--- config.mk ---
export PLATFORM = sky130hd
export DESIGN_NAME = recursion_sequencer
export DESIGN_NICKNAME = d
export VERILOG_FILES = /design/src/rtl/recursion_pkg.sv /design/src/rtl/recursion_sequencer.sv
export SDC_FILE = /design/constraint.sdc
export NUM_CORES = 1
export LEC_CHECK = 0
export CAP_MARGIN = 15
export CORE_MARGIN = 2
export CORE_UTILIZATION = 37
export DETAILED_ROUTE_END_ITERATION = 10
export GPL_ROUTABILITY_DRIVEN = 0
export MAX_ROUTING_LAYER = met4
export PLACE_DENSITY = 0.83
export SLEW_MARGIN = 10
export SYNTH_ARGS = -nofsm -noshare
export SYNTH_HDL_FRONTEND = slang
export SYNTH_SLANG_ARGS = --single-unit
--- constraint.sdc ---
create_clock -name CLK -period 1.45 [get_ports CLK]
set_input_delay 0.145 -clock CLK [delete_from_list [all_inputs] [get_ports CLK]]
set_output_delay 0.145 -clock CLK [all_outputs]
set_load 0.02 [all_outputs]
--- src/rtl/recursion_pkg.sv ---
// Shared definitions for the recursion sequencer: FSM state encoding and
// the start-strobe length. The FAULT state exists only when SEQ_TIMEOUT_EN
// is defined.
package recursion_pkg;

  // F_ST is held this many cycles so a registered edge detector downstream
  // always sees a clean 0->1 transition.
  localparam int LAUNCH_LEN = 2;

  typedef enum logic [2:0] {
    IDLE      = 3'd0,
    LAUNCH    = 3'd1,
    WAIT_BUSY = 3'd2,
    WAIT_DONE = 3'd3,
    DONE      = 3'd4
`ifdef SEQ_TIMEOUT_EN
    ,
    FAULT     = 3'd5
`endif
  } state_t;

endpackage

--- src/rtl/recursion_sequencer.sv ---
// Recursion sequencer: hands one (A, B) request to the composition block,
// strobes F_ST, waits for the block's busy/done handshake on F_RD and
// returns F_RES on RESULT with a one-cycle ACK.
// Optional macro SEQ_TIMEOUT_EN: bounds the waits with a TMO_CYCLES counter
// and parks in a sticky FAULT state (ERR=1) until reset.
module recursion_sequencer
  import recursion_pkg::*;
#(
  parameter int BW         = 16,
  parameter int TMO_CYCLES = 1023
) (
  input  logic          CLK,
  input  logic          RST,
  input  logic          REQ,
  input  logic [BW-1:0] A,
  input  logic [BW-1:0] B,
  output logic          BUSY,
  output logic          ACK,
  output logic [BW-1:0] RESULT,
  output logic          ERR,
  output logic          F_ST,
  output logic [BW-1:0] F_IN0,
  output logic [BW-1:0] F_IN1,
  input  logic          F_RD,
  input  logic [BW-1:0] F_RES
);

  localparam int LCNT_W = $clog2(LAUNCH_LEN + 1);

  state_t              state, state_nx;
  logic [LCNT_W-1:0]   lcnt;
  logic                seen_low;
  logic                accept;
  logic                capture;
  logic                tmo_hit;

`ifdef SEQ_TIMEOUT_EN
  localparam int TW = $clog2(TMO_CYCLES + 1);
  logic [TW-1:0] tmo_cnt;
  logic          waiting;

  assign waiting = (state == WAIT_BUSY) || (state == WAIT_DONE);
  assign tmo_hit = waiting && (tmo_cnt == TW'(TMO_CYCLES - 1));

  // Wait-time counter: restarts on every state entry, runs only while waiting.
  always_ff @(posedge CLK or negedge RST) begin
    if (!RST)                                tmo_cnt <= '0;
    else if (!waiting || state_nx != state) tmo_cnt <= '0;
    else                                     tmo_cnt <= tmo_cnt + 1'b1;
  end
`else
  assign tmo_hit = 1'b0;
`endif

  // State register.
  always_ff @(posedge CLK or negedge RST) begin
    if (!RST) state <= IDLE;
    else      state <= state_nx;
  end

  // Next-state and Moore outputs.
  always_comb begin
    state_nx = state;
    BUSY     = (state != IDLE);
    ACK      = 1'b0;
    F_ST     = 1'b0;
    ERR      = 1'b0;
    case (state)
      IDLE:      if (REQ && F_RD) state_nx = LAUNCH;
      LAUNCH: begin
        F_ST = 1'b1;
        // A drop of F_RD already seen while strobing means the block has
        // started; skip straight to waiting for done.
        if (lcnt == LCNT_W'(LAUNCH_LEN - 1))
          state_nx = (seen_low || !F_RD) ? WAIT_DONE : WAIT_BUSY;
      end
      WAIT_BUSY: begin
        if (!F_RD)        state_nx = WAIT_DONE;
`ifdef SEQ_TIMEOUT_EN
        else if (tmo_hit) state_nx = FAULT;
`endif
      end
      WAIT_DONE: begin
        if (F_RD)         state_nx = DONE;
`ifdef SEQ_TIMEOUT_EN
        else if (tmo_hit) state_nx = FAULT;
`endif
      end
      DONE: begin
        ACK      = 1'b1;
        state_nx = IDLE;
      end
`ifdef SEQ_TIMEOUT_EN
      FAULT:     ERR = 1'b1;
`endif
      default:   state_nx = IDLE;
    endcase
  end

  assign accept  = (state == IDLE) && REQ && F_RD;
  assign capture = (state == WAIT_DONE) && F_RD;

  // Strobe-length counter and "block went busy during launch" flag.
  always_ff @(posedge CLK or negedge RST) begin
    if (!RST) begin
      lcnt     <= '0;
      seen_low <= 1'b0;
    end else begin
      lcnt <= (state == LAUNCH) ? lcnt + 1'b1 : '0;
      if (state == IDLE)                seen_low <= 1'b0;
      else if (state == LAUNCH && !F_RD) seen_low <= 1'b1;
    end
  end

  // Operand latch on acceptance and result capture on done; operands stay
  // frozen for the whole transaction.
  always_ff @(posedge CLK or negedge RST) begin
    if (!RST) begin
      F_IN0  <= '0;
      F_IN1  <= '0;
      RESULT <= '0;
    end else begin
      if (accept) begin
        F_IN0 <= A;
        F_IN1 <= B;
      end
      if (capture) RESULT <= F_RES;
    end
  end

  // tmo_hit only steers the FSM when the timeout is built in.
  logic unused_ok;
  assign unused_ok = tmo_hit;

endmodule
==> metrics.txt <==
run status finished with violations; violated checks setup timing; detailed router's first-iteration violation count 37; Seq. cell area 1350 um2; max-cap viol count 0; area added between synthesis and finish 61.8%; final standard cell count with taps included and fillers excluded 331; Num Clock Sinks 54; height of the die 81.9 um; library cells used by synthesis 23; CP Data Required Time 1.65 ns; path class of the lowest-slack min-delay path input pin to asynchronous set/reset pin; final-layout worst hold slack 0.355 ns; clock latency at the later pin of the worst-skew pair 0.30 ns; Max Root-Sink Buffers 2; unrepaired setup endpoints after global routing true; global-route wire length before repair 7.58 mm; Crit-path slowest cell sky130_fd_sc_hd__or3_4; overall routed net length 4.73 mm; end-of-flow core utilization 0.617; area inside the core boundary 5890 um2; sequential area share after synthesis 0.602; HPWL after detailed placement 3.46 mm; number of levels in the clock H-tree 2; worst IR drop on VDD 1.06 mV; number of hold violations in the final report 0; share of Yosys cell area claimed by the top area cell type 0.602; die footprint 6710 um2; ordered list of cells on the worst path or3_4 > nor2_8 > buf_12 > mux2_4; Clock Pin Slew Worst Setup and Hold Paths 0.10 ns; overall overflow remaining after global route 0; count of antenna-violating nets left after detailed routing 0; post-synthesis cell type with the largest combined area sky130_fd_sc_hd__dfrtp_1; post-route clock skew 0.00694 ns; number of placed cells counting well taps 320; root buf cell sky130_fd_sc_hd__clkbuf_8; TritonRoute pass-1 iters 4; global-route usage over all layers 0.156; capturing element type of the critical path register; Port Buf Inserts 102; Startpoint Class register; Rows 28; via count of the routed design 1,479; highest attainable clock frequency 635 MHz; die outline width 81.9 um; number of buffers created by CTS 5; maximum cell stage delay along the critical path 0.43 ns; Worst EP arrival 1.77 ns; initial standard-cell utilization of the core 0.381; number of inserted diodes 0; maximum number of pins on one net before global-route repair 55; CTS tree built; syn_nets 188; Avg Vias per Cell 4.47; top-level port count 104; number of setup violations in the final report 33; Setup WS post-layout -0.125 ns; Multi-input gate area 820 um2; synthesized area divided by synthesized cell count 16.6 um2; number of global-route vias before repair 1,582; leakage power 1.95 nW; fraction of final layout cells with drive strength greater than 1 0.332; final net count 308; number of antenna violations at the first check in global routing 0; power density cells 2060 nW/um2; final critical path time including I/O delays and setup 1.58 ns; critical path fanouts, max 18; total of flip-flops plus latches after synthesis 54; number of synthesis warnings 0; Final period util 1.09; cell count after synthesis 135; Setup Crit Path Kind register to register; dominant cells by area after synthesis sky130_fd_sc_hd__dfrtp_1 60%, sky130_fd_sc_hd__mux2_4 20%, sky130_fd_sc_hd__mux2_2 9.0%, sky130_fd_sc_hd__buf_8 2.0%, sky130_fd_sc_hd__nor2_8 0.89%; count of pins over their slew limit 0; netlist area before placement 2240 um2; Final TNS setup -3.37 ns; remaining design rule violation count 0; number of filler instances in the final layout 496; Routed WL per cell 14.3 um
-- kinds of logic (layout without fill, tap and decap cells) --
| family | Yosys count | count (layout) | share of synthesized area |
|---|---|---|---|
| muxes | 49 | 49 | 0.295 |
| adders and majority gates | 1 | 1 | 0.00557 |
| other | 1 | 1 | 0.00167 |
| AOI/OAI and AO/OA | 5 | 5 | 0.0134 |
| DFF | 54 | 54 | 0.602 |
| and+or+nand+nor | 14 | 14 | 0.0424 |
| buffers and inverters | 11 | 132 | 0.0396 |
-- cells in the final DEF, fill, tap and decap left out --
| cell type | instances |
|---|---|
| sky130_fd_sc_hd__nand4b_2 | 1 |
| sky130_fd_sc_hd__nor2_8 | 1 |
| sky130_fd_sc_hd__inv_2 | 1 |
| sky130_fd_sc_hd__o21ai_0 | 1 |
| sky130_fd_sc_hd__clkinv_4 | 2 |
| sky130_fd_sc_hd__buf_2 | 2 |
| sky130_fd_sc_hd__mux2i_1 | 1 |
| sky130_fd_sc_hd__dfrtp_1 | 54 |
| sky130_fd_sc_hd__a21oi_1 | 2 |
| sky130_fd_sc_hd__nor3b_2 | 1 |
| sky130_fd_sc_hd__ha_1 | 1 |
| sky130_fd_sc_hd__nand2_1 | 4 |
| sky130_fd_sc_hd__nor2_1 | 2 |
| sky130_fd_sc_hd__mux2_4 | 30 |
| sky130_fd_sc_hd__or2_2 | 1 |
| sky130_fd_sc_hd__o211ai_1 | 1 |
| sky130_fd_sc_hd__clkbuf_8 | 6 |
| sky130_fd_sc_hd__buf_6 | 2 |
| sky130_fd_sc_hd__mux2_2 | 18 |
| sky130_fd_sc_hd__inv_1 | 3 |
| sky130_fd_sc_hd__conb_1 | 1 |
| sky130_fd_sc_hd__nand2_2 | 1 |
| sky130_fd_sc_hd__clkdlybuf4s50_1 | 53 |
| sky130_fd_sc_hd__dlygate4sd3_1 | 1 |
| sky130_fd_sc_hd__or3_4 | 1 |
| sky130_fd_sc_hd__dlymetal6s2s_1 | 32 |
| sky130_fd_sc_hd__nor3_1 | 1 |
| sky130_fd_sc_hd__buf_4 | 14 |
| sky130_fd_sc_hd__nor2_4 | 1 |
| sky130_fd_sc_hd__buf_12 | 3 |
| sky130_fd_sc_hd__o21a_1 | 1 |
| sky130_fd_sc_hd__dlygate4sd2_1 | 13 |
-- where the power goes --
| group | internal [W] | total [W] | switching, W |
|---|---|---|---|
| Combinational | 0.00222 | 0.00398 | 0.00176 |
| Clock | 0.000394 | 0.000877 | 0.000483 |
| Sequential | 0.00225 | 0.00263 | 0.000380 |
-- synth_stat cells --
library cell	number
sky130_fd_sc_hd__or2_2	1
sky130_fd_sc_hd__inv_1	4
sky130_fd_sc_hd__dfrtp_1	54
sky130_fd_sc_hd__buf_6	1
sky130_fd_sc_hd__nor3b_1	1
sky130_fd_sc_hd__nand2_1	5
sky130_fd_sc_hd__nor2_8	1
sky130_fd_sc_hd__buf_4	1
sky130_fd_sc_hd__o21a_1	1
sky130_fd_sc_hd__mux2_2	18
sky130_fd_sc_hd__o21ai_0	1
sky130_fd_sc_hd__buf_8	3
sky130_fd_sc_hd__buf_2	2
sky130_fd_sc_hd__ha_1	1
sky130_fd_sc_hd__nor3_1	1
sky130_fd_sc_hd__o211ai_1	1
sky130_fd_sc_hd__nand4b_2	1
sky130_fd_sc_hd__conb_1	1
sky130_fd_sc_hd__a21oi_1	2
sky130_fd_sc_hd__nor2_1	3
sky130_fd_sc_hd__or3_4	1
sky130_fd_sc_hd__mux2_4	30
sky130_fd_sc_hd__mux2i_1	1
-- through the flow --
step / area [um2] / power [W] / setup slack, ns
2_1_floorplan: 2240 / 0.00486 / -0.199
3_3_place_gp: 3430 / 0.00673 / -0.150
3_5_place_dp: 3430 / 0.00683 / -0.173
4_1_cts: 3520 / 0.00759 / -0.132
5_1_grt: 3630 / 0.00794 / -0.168
6_report: 3630 / 0.00748 / -0.125
-- state kept, by name, summed over array words and instances (netlist names) --
signal and count:
F_IN0 16, F_IN1 16, RESULT 16, state 3, lcnt 2, seen_low 1
-- metal layers --
layer	track usage	vias up	routed length [um]
met5	-	-	0
met4	0.0483	0	64
met3	0.0484	6	244
met2	0.245	51	2400
met1	0.193	722	2030
li1	-	700	-
-- worst max-delay path: cells and delay by family, from the launching register on --
family	cells	cell delay, ns
buffers and inverters	1	0.19
flip-flops	1	0.39
multiplexers	1	0.32
AND/OR/NAND/NOR	2	0.57
-- repair_timing --
| item | CTS | global route |
|---|---|---|
| resized for setup | 28 | 39 |
| pin swaps | 0 | 1 |
| endpoints found under the setup margin | 48 | 66 |
| endpoints found under the hold margin | 54 | 0 |
| hold buffers | 1 | 0 |
| buffers inserted | 0 | 3 |
-- final timing paths --
kind,from,endpoint,slack (ns),cells past startpoint
max reg2reg,state[2],F_IN0[8],-0.13,4
min,RST,F_IN0[7],0.36,3
max,state[2],F_IN0[8],-0.13,4
min reg2reg,lcnt[0],lcnt[0],0.44,1
min in group CLK,lcnt[0],lcnt[0],0.44,1
max in group asynchronous,RST,RESULT[5],0.85,3
-- final cells by class --
type,count,area share
Clock buffer,6,0.0227
Clock inverter,2,0.00482
Inverter,4,0.00413
Multi-Input combinational cell,70,0.226
Sequential cell,54,0.372
Tap cell,75,0.0258
Timing Repair Buffer,120,0.345
Power figures use the tool's default switching activity.
